[config.mk]
export PLATFORM = sky130hd
export DESIGN_NAME = circle
export DESIGN_NICKNAME = d
export VERILOG_FILES = /design/src/rtl/circle_pkg.sv /design/src/rtl/circle_octant.sv /design/src/rtl/circle.sv
export SDC_FILE = /design/constraint.sdc
export NUM_CORES = 1
export LEC_CHECK = 0
export CAP_MARGIN = 20
export CORE_MARGIN = 4
export CORE_UTILIZATION = 27
export DETAILED_ROUTE_END_ITERATION = 12
export GPL_TIMING_DRIVEN = 0
export PLACE_DENSITY = 0.53
export SLEW_MARGIN = 25
export SYNTH_ARGS = -nofsm -noshare
export SYNTH_HDL_FRONTEND = slang
export SYNTH_SLANG_ARGS = --single-unit
export TNS_END_PERCENT = 100
[constraint.sdc]
create_clock -name clk -period 7.6 [get_ports clk]
set_input_delay 1.14 -clock clk [delete_from_list [all_inputs] [get_ports clk]]
set_output_delay 1.14 -clock clk [all_outputs]
set_load 0.01 [all_outputs]
[src/rtl/circle_pkg.sv]
// Shared types and constants for the midpoint circle rasteriser and its
// octant point generator.
package circle_pkg;

    typedef enum logic [2:0] {
        IDLE,
        INIT,
        PLOT,
        UPDATE,
        DONE
    } state_t;

    localparam int SCREEN_W_DEF = 160;
    localparam int SCREEN_H_DEF = 120;

    localparam int X_W     = 8;
    localparam int Y_W     = 7;
    localparam int COORD_W = 10;
    localparam int CRIT_W  = 11;
    localparam int OCT_W   = 3;

    localparam logic [OCT_W-1:0] OCT_0 = 3'd0;
    localparam logic [OCT_W-1:0] OCT_1 = 3'd1;
    localparam logic [OCT_W-1:0] OCT_2 = 3'd2;
    localparam logic [OCT_W-1:0] OCT_3 = 3'd3;
    localparam logic [OCT_W-1:0] OCT_4 = 3'd4;
    localparam logic [OCT_W-1:0] OCT_5 = 3'd5;
    localparam logic [OCT_W-1:0] OCT_6 = 3'd6;
    localparam logic [OCT_W-1:0] OCT_7 = 3'd7;

    localparam logic [OCT_W-1:0] OCT_FIRST = OCT_0;
    localparam logic [OCT_W-1:0] OCT_LAST  = OCT_7;

endpackage

[src/rtl/circle_octant.sv]
// Maps one first-octant offset (ox, oy) onto one of the eight symmetric
// points around a centre and reports whether that point lands on screen.
module circle_octant
    import circle_pkg::*;
#(
    parameter int SCREEN_W = SCREEN_W_DEF,
    parameter int SCREEN_H = SCREEN_H_DEF
) (
    input  logic signed [COORD_W-1:0] cx,
    input  logic signed [COORD_W-1:0] cy,
    input  logic signed [COORD_W-1:0] ox,
    input  logic signed [COORD_W-1:0] oy,
    input  logic        [OCT_W-1:0]   oct,
    output logic signed [COORD_W-1:0] px,
    output logic signed [COORD_W-1:0] py,
    output logic                      on_screen
);

    localparam logic signed [COORD_W-1:0] X_LIM = COORD_W'(SCREEN_W);
    localparam logic signed [COORD_W-1:0] Y_LIM = COORD_W'(SCREEN_H);

    // NOTE: every output of a combinational block gets a default first so
    // no path through the case can leave it unassigned and infer a latch.
    always_comb begin
        px = cx + oy;
        py = cy - ox;
        case (oct)
            OCT_0: begin px = cx + ox; py = cy + oy; end
            OCT_1: begin px = cx + oy; py = cy + ox; end
            OCT_2: begin px = cx - ox; py = cy + oy; end
            OCT_3: begin px = cx - oy; py = cy + ox; end
            OCT_4: begin px = cx - ox; py = cy - oy; end
            OCT_5: begin px = cx - oy; py = cy - ox; end
            OCT_6: begin px = cx + ox; py = cy - oy; end
            default: ;
        endcase
    end

    // Sign bit set means the point is left of / above the frame.
    assign on_screen = !px[COORD_W-1] && (px < X_LIM) &&
                       !py[COORD_W-1] && (py < Y_LIM);

endmodule

[src/rtl/circle.sv]
// Midpoint circle rasteriser: one candidate outline pixel per cycle into the
// VGA adapter, off-screen pixels suppressed, start/done handshake.
module circle
    import circle_pkg::*;
#(
    parameter int SCREEN_W = SCREEN_W_DEF,
    parameter int SCREEN_H = SCREEN_H_DEF
) (
    input  logic             clk,
    input  logic             rst_n,
    input  logic [2:0]       colour,
    input  logic [X_W-1:0]   centre_x,
    input  logic [Y_W-1:0]   centre_y,
    input  logic [7:0]       radius,
    input  logic             start,
    output logic             done,
    output logic [X_W-1:0]   vga_x,
    output logic [Y_W-1:0]   vga_y,
    output logic [2:0]       vga_colour,
    output logic             vga_plot
);

    state_t                    state_q, state_d;
    logic [OCT_W-1:0]          oct_q, oct_d;
    logic signed [COORD_W-1:0] ox_q, ox_d;
    logic signed [COORD_W-1:0] oy_q, oy_d;
    logic signed [CRIT_W-1:0]  crit_q, crit_d;
    logic [2:0]                colour_q, colour_d;
    logic [X_W-1:0]            cx_q, cx_d;
    logic [Y_W-1:0]            cy_q, cy_d;

    logic signed [COORD_W-1:0] oy_inc, ox_dec, ox_nxt, step;
    logic                      crit_le0, more;
    logic signed [COORD_W-1:0] px, py;
    logic                      on_screen;

    // ox is signed so radius 0 steps to -1 and terminates after one pass.
    assign oy_inc   = oy_q + COORD_W'(1);
    assign ox_dec   = ox_q - COORD_W'(1);
    assign crit_le0 = crit_q[CRIT_W-1] || (crit_q == '0);
    assign ox_nxt   = crit_le0 ? ox_q : ox_dec;
    assign step     = crit_le0 ? oy_inc : oy_inc - ox_dec;
    assign more     = (oy_inc <= ox_nxt);

    always_comb begin
        state_d  = state_q;
        oct_d    = oct_q;
        ox_d     = ox_q;
        oy_d     = oy_q;
        crit_d   = crit_q;
        colour_d = colour_q;
        cx_d     = cx_q;
        cy_d     = cy_q;
        unique case (state_q)
            IDLE: if (start) state_d = INIT;
            INIT: begin
                colour_d = colour;
                cx_d     = centre_x;
                cy_d     = centre_y;
                ox_d     = COORD_W'(radius);
                oy_d     = '0;
                crit_d   = CRIT_W'(1) - CRIT_W'(radius);
                oct_d    = OCT_FIRST;
                state_d  = PLOT;
            end
            PLOT: begin
                oct_d = oct_q + OCT_W'(1);
                if (oct_q == OCT_LAST) state_d = UPDATE;
            end
            UPDATE: begin
                // {step, 1} is 2*step + 1 without a separate multiply.
                oy_d    = oy_inc;
                ox_d    = ox_nxt;
                crit_d  = crit_q + {step, 1'b1};
                oct_d   = OCT_FIRST;
                state_d = more ? PLOT : DONE;
            end
            DONE: if (!start) state_d = IDLE;
            default: state_d = IDLE;
        endcase
    end

    // NOTE: state registers use non-blocking assignments so every flop
    // samples the pre-edge value, independent of block ordering.
    always_ff @(posedge clk or negedge rst_n) begin
        if (!rst_n) begin
            state_q  <= IDLE;
            oct_q    <= '0;
            ox_q     <= '0;
            oy_q     <= '0;
            crit_q   <= '0;
            colour_q <= '0;
            cx_q     <= '0;
            cy_q     <= '0;
        end else begin
            state_q  <= state_d;
            oct_q    <= oct_d;
            ox_q     <= ox_d;
            oy_q     <= oy_d;
            crit_q   <= crit_d;
            colour_q <= colour_d;
            cx_q     <= cx_d;
            cy_q     <= cy_d;
        end
    end

    circle_octant #(
        .SCREEN_W (SCREEN_W),
        .SCREEN_H (SCREEN_H)
    ) u_octant (
        .cx        (COORD_W'(cx_q)),
        .cy        (COORD_W'(cy_q)),
        .ox        (ox_q),
        .oy        (oy_q),
        .oct       (oct_q),
        .px        (px),
        .py        (py),
        .on_screen (on_screen)
    );

    assign vga_plot   = (state_q == PLOT) && on_screen;
    assign vga_x      = X_W'(vga_plot ? px : '0);
    assign vga_y      = Y_W'(vga_plot ? py : '0);
    assign vga_colour = colour_q;
    assign done       = (state_q == DONE);

endmodule

# ---- Word-level counts from Yosys, hierarchy flattened
# Cells that the tools add are included.
# Widths: inputs -> output; s select.
dict set report op_classes {
  n_addsub 14
  magnitude_cmp 3
  eq_ne 14
  n_mux 15
  n_reduce_logical 20
}
# cell count
set ops {}
lappend ops {{$pmux 10 s3} 2}
lappend ops {{$pmux 10 s2} 2}
lappend ops {{$pmux 11 s2} 1}
lappend ops {{$add 8x10->10} 2}
lappend ops {{$add 9x10->10} 2}
lappend ops {{$mux 10} 2}
lappend ops {{$sub 8x10->10} 2}
lappend ops {{$sub 9x10->10} 2}
lappend ops {{$eq 3x3->1 const B} 5}
lappend ops {{$pmux 3 s5} 1}
lappend ops {{$reduce_or 2->1} 7}
lappend ops {{$eq 3x2->1 const B} 4}
lappend ops {{$mux 3} 4}
lappend ops {{$add 11x11->11} 1}
lappend ops {{$logic_not 11->1} 1}
lappend ops {{$add 10x2->10 const B} 1}
lappend ops {{$le 10x10->1} 1}
lappend ops {{$lt 10x8->1 const B} 1}
lappend ops {{$lt 10x9->1 const B} 1}
lappend ops {{$sub 10x10->10} 1}
lappend ops {{$sub 10x2->10 const B} 1}
lappend ops {{$sub 1x8->9 const A} 1}
lappend ops {{$mux 8} 1}
lappend ops {{$mux 7} 1}
lappend ops {{other kinds (10)} 19}
dict set report word_totals {
  ff_bits 55
  in_bits 29
  output_inout_bits 20
  elab_cells 74
}

# ---- Logic depth before layout (Yosys ltp)
dict set report logic_depth {
  word_depth 9
  depth_mapped 21
}

# ---- Hierarchy
# Synthesis repeated with hierarchy kept, for this count alone.
dict set report unflattened {
  hier_cells 766
  area_unflattened_um2 5941.9
}
# module instances cells_per_inst area_each_um2 seq_area_each_um2
set by_module_without_submodules {}
lappend by_module_without_submodules {circle 1 512 4165.2 1376.3}
lappend by_module_without_submodules {circle_octant 1 254 1776.7 0.0}

# ---- Worst setup path before layout
# OpenSTA, ideal clock, no wires.
dict set report synth_timing {
  kind {register to output}
  start {reg oct_q[0]}
  end {out vga_y[3]}
  t_arrival_ps 4332
  t_required_ps 6460
  setup_slack_ps 2128
  path_stages_with_launch 18
  path_buffers 3
  path_cell_list {dfrtp_1 > inv_1 > ha_1 > buf_2 > or2_1 > clkbuf_1 > or3_1 > buf_2 > o221a_2 > ha_1 > nor2b_1 > o31a_1 > o31a_1 > o21a_1 > nor4_1 > a211oi_2 > or4_4 > a211oi_1}
}
dict set report synth_via {
  elab_chain_cells 9
}
# item line_no
set synth_lines {}
lappend synth_lines {{start, declared} circle.sv:24} ;# logic [OCT_W-1:0] oct_q, oct_d;
lappend synth_lines {{start signal, assigned} circle.sv:97} ;# oct_q <= oct_d;
lappend synth_lines {{$eq 3x3->1, or another cell as far along} circle_octant.sv:27} ;# case (oct)
lappend synth_lines {{$reduce_or 2->1 (no source line)} --}
lappend synth_lines {{$pmux 10 s3} circle_octant.sv:27}
lappend synth_lines {{$lt 10x9->1 / $logic_not 1->1 (equally long branches)} circle_octant.sv:40} ;# assign on_screen = !px[COORD_W-1] && (px < X_LIM) &&
lappend synth_lines {{$logic_and 1x1->1 (2 in series)} circle_octant.sv:40}
lappend synth_lines {{$logic_and 1x1->1} circle_octant.sv:41} ;# !py[COORD_W-1] && (py < Y_LIM);
lappend synth_lines {{$logic_and 1x1->1} circle.sv:121} ;# assign vga_plot = (state_q == PLOT) && on_screen;
lappend synth_lines {{$mux 7 (*)} circle.sv:123} ;# assign vga_y = Y_W'(vga_plot ? py : '0);
lappend synth_lines {{end, declared} circle.sv:18} ;# output logic [Y_W-1:0] vga_y,
# Mark *: on every way between the ends. The rest lies on a longest branch, timed or not.

# ---- Worst setup path in the final report
dict set report layout_timing {
  start {reg oct_q[2]}
  end {out vga_x[3]}
}
dict set report layout_via {
  elab_chain_cells 9
}
# item line_no
set layout_lines {}
lappend layout_lines {{$eq 3x3->1, or another cell as far along} circle_octant.sv:27}
lappend layout_lines {{$reduce_or 2->1 (no source line)} --}
lappend layout_lines {{$pmux 10 s3} circle_octant.sv:27}
lappend layout_lines {{$lt 10x9->1 / $logic_not 1->1 (equally long branches)} circle_octant.sv:40}
lappend layout_lines {{$logic_and 1x1->1 (2 in series)} circle_octant.sv:40}
lappend layout_lines {{$logic_and 1x1->1} circle_octant.sv:41}
lappend layout_lines {{$logic_and 1x1->1} circle.sv:121}
lappend layout_lines {{$mux 8 (*)} circle.sv:122} ;# assign vga_x = X_W'(vga_plot ? px : '0);
lappend layout_lines {{end, declared} circle.sv:17} ;# output logic [X_W-1:0] vga_x,
# Marks and branches as above.

==> impl_metrics.env <==
export IMPL_syn_area_per_cell_sq_um=7.895
export IMPL_postCtsHoldBufs=0
export IMPL_synth_cells=742
export IMPL_pin_count=49
export IMPL_outcome="completed"
export IMPL_dieHeight_um=155.3
export IMPL_cap_violations=0
export IMPL_crit_chain="clkbuf_1 > inv_1 > ha_1 > or2_2 > clkbuf_1 > nand2_1 > nand2_1 > a222oi_1 > ha_1 > o21a_1 > o31a_1 > o31a_1 > o21a_1 > nor4_1 > a211oi_2 > or4_4 > buf_6 > nor3_2 > clkdlybuf4s50_1"
export IMPL_grt_start_max_net_pins=39
export IMPL_yosysUniqueCellTypes=68
export IMPL_h_tree_depth=2
export IMPL_yosysWarnings=0
export IMPL_root_buffer="clkbuf_16"
export IMPL_synthToLayoutAreaGrowth_pct=16.94
export IMPL_hpwl_um=14670
export IMPL_ant_nets=0
export IMPL_rows=53
export IMPL_clk_latency_ns=0.32
export IMPL_post_cts_buffers=0
export IMPL_worstMarginPinSlew_ns=0.7326
export IMPL_grt_overflow=0
export IMPL_drive_gt1_share_pct=7.509
export IMPL_synth_nets=829
export IMPL_worstSetupPathType="reg -> out"
export IMPL_cts_repair_resized=0
export IMPL_fmax_mhz=143.9
export IMPL_die_w_um=155.3
export IMPL_vias=5473
export IMPL_ys_ff_latch=55
export IMPL_cts_sinks=55
export IMPL_rsz0062_at_grt="no"
export IMPL_hold_violations=0
export IMPL_nNetsFinal=885
export IMPL_fin_tns_setup_ns=0
export IMPL_cp_max_fo=10
export IMPL_mostFrequentLayoutCells="78 x nand2_1, 74 x nor2_1, 72 x o21ai_0"
export IMPL_period_share_pct=91.43
export IMPL_fin_worst_skew_ns=0.006144
export IMPL_async_flop_share_pct=100.0
export IMPL_clkTransAtPathRegs_ns=0.08
export IMPL_gp_congestion=0.8806
export IMPL_synth_edf_count=0
export IMPL_synthFlopType="dfrtp_1"
export IMPL_routed_wl_um=18300
export IMPL_cp_start_kind="flip-flop"
export IMPL_cp_required_ns=6.46
export IMPL_setup_viol=0
export IMPL_slowest_stage="or4_4"
export IMPL_gr_usage_all_layers_pct=15.25
export IMPL_cts_tree="done"
export IMPL_portBuffers=48
export IMPL_clock_path_buffers=2
export IMPL_seq_area_frac_synth_pct=23.49
export IMPL_initial_core_util_pct=27.69
export IMPL_cpPeakStageDelay_ns=0.60
export IMPL_antenna_found_initial=0
export IMPL_routedWlPerCell_um=17.04
export IMPL_grt_pass1_vias=5321
export IMPL_syn_area_sq_um=5858
export IMPL_min_path_type="reg -> reg"
export IMPL_fin_crit_ns=6.949
export IMPL_slew_violations=0
export IMPL_insertedDiodeCount=0
export IMPL_dieArea_sq_um=24120
export IMPL_grt_pass1_wl_um=29280
export IMPL_drc_errors=0
export IMPL_endpoint_kind="output port"
export IMPL_drtIter0Drc=476
export IMPL_dr_pass1_iters=6
export IMPL_cts_made_buffers=5
export IMPL_final_common_cell="nand2_1"
export IMPL_slew_headroom_pct=50.79
export IMPL_critPathArrivalTime_ns=5.81
export IMPL_vias_per_cell=5.096
export IMPL_core_sq_um=21150
-- cells by family (layout without fill, tap and decap cells) --
group / after synthesis / count (layout) / share of synthesized area (%)
adder cells (fa/ha/maj): 58 / 58 / 12.90
buffers and inverters: 83 / 140 / 5.703
multiplexers: 24 / 24 / 4.528
AO/OA/AOI/OAI: 213 / 213 / 23.32
XOR/XNOR: 66 / 66 / 9.868
flip-flops: 55 / 55 / 23.49
AND/OR/NAND/NOR: 243 / 243 / 20.18
-- area by class of cell --
cell class	instances	area, sq um
Sequential cell	55	1376
Tap cell	275	344.1
Fill cell	2260	14300
Buffer	43	183.9
Inverter	40	150.1
Clock inverter	3	25.02
Multi-Input combinational cell	604	4148
Clock buffer	5	125.1
Timing Repair Buffer	49	498.0
-- worst max-delay path: cells and delay by family, from the launching register on --
kind / cells / cell delay [ns]
fa+ha+maj: 2 / 0.64
flops: 1 / 0.50
buf+inv: 5 / 1.57
compound gates: 6 / 1.24
simple gates: 6 / 1.51
-- cell usage after synthesis (8+ instances only) --
master	count	area (sq um)
nor2_1	74	277.8
xnor2_1	39	341.6
o21ai_0	72	360.4
buf_1	8	30.03
ha_1	54	675.7
o21a_1	9	67.56
a31oi_1	9	56.30
a21oi_1	49	245.2
inv_1	39	146.4
nand3_1	12	60.06
a21o_1	9	67.56
clkbuf_1	27	101.4
nor3_1	15	75.07
nor2b_1	10	62.56
mux2_2	20	225.2
nand2_1	78	292.8
dfrtp_1	55	1376
xor2_1	27	236.5
-- metal layers --
layer  global-route usage [%]  routed length (um)  vias up  part of all wire [%]
met4                    4.919                 355        0                   1.9
li1                         -                   -     2739                     -
met3                    1.892                 831       21                   4.5
met5                        0                   0        -                     0
met2                    24.31                8279      120                    45
met1                    21.46                8829     2593                    48
-- state kept, by name, summed over array words and instances, names as in the netlist --
name	flops
crit_q	11
ox_q	10
oy_q	10
cx_q	8
cy_q	7
oct_q	3
state_q	3
vga_colour	3
-- through the flow --
| stage | hold WS [ns] | area (sq um) | worst slack (ns) | cells | utilization, % |
|---|---|---|---|---|---|
| after floorplan | 0.4784 | 5858 | 2.128 | 742 | - |
| after detailed placement | 0.4974 | 6700 | 1.011 | 1066 | 31.67 |
| after global placement | 0.4906 | 6683 | 0.9509 | 1065 | 31.59 |
| after CTS | 0.5206 | 6850 | 0.6523 | 1074 | 32.38 |
| final | 0.5127 | 6850 | 0.6514 | 1074 | 32.38 |
| after global routing | 0.5294 | 6850 | 0.2517 | 1074 | 32.38 |
-- path summary, 6_finish.rpt --
| path | cells past startpoint | start | to | slack [ns] |
|---|---|---|---|---|
| min reg2reg | 1 | vga_colour[0]$_DFFE_PN0P_ | vga_colour[0]$_DFFE_PN0P_ | 0.51 |
| max reg2reg | 16 | ox_q[0]$_DFFE_PN0N_ | crit_q[9]$_DFFE_PN0N_ | 3.25 |
| max in group asynchronous | 2 | rst_n | cx_q[1]$_DFFE_PN0P_ | 6.40 |
| min | 1 | vga_colour[0]$_DFFE_PN0P_ | vga_colour[0]$_DFFE_PN0P_ | 0.51 |
| max | 19 | oct_q[2]$_DFFE_PN0P_ | vga_x[3] | 0.65 |
| min in group asynchronous | 1 | rst_n | cy_q[3]$_DFFE_PN0P_ | 0.70 |
Power is left out: the tool's default activity adds up to more than one toggle a clock period on the data nets, which glitch-free logic cannot reach.
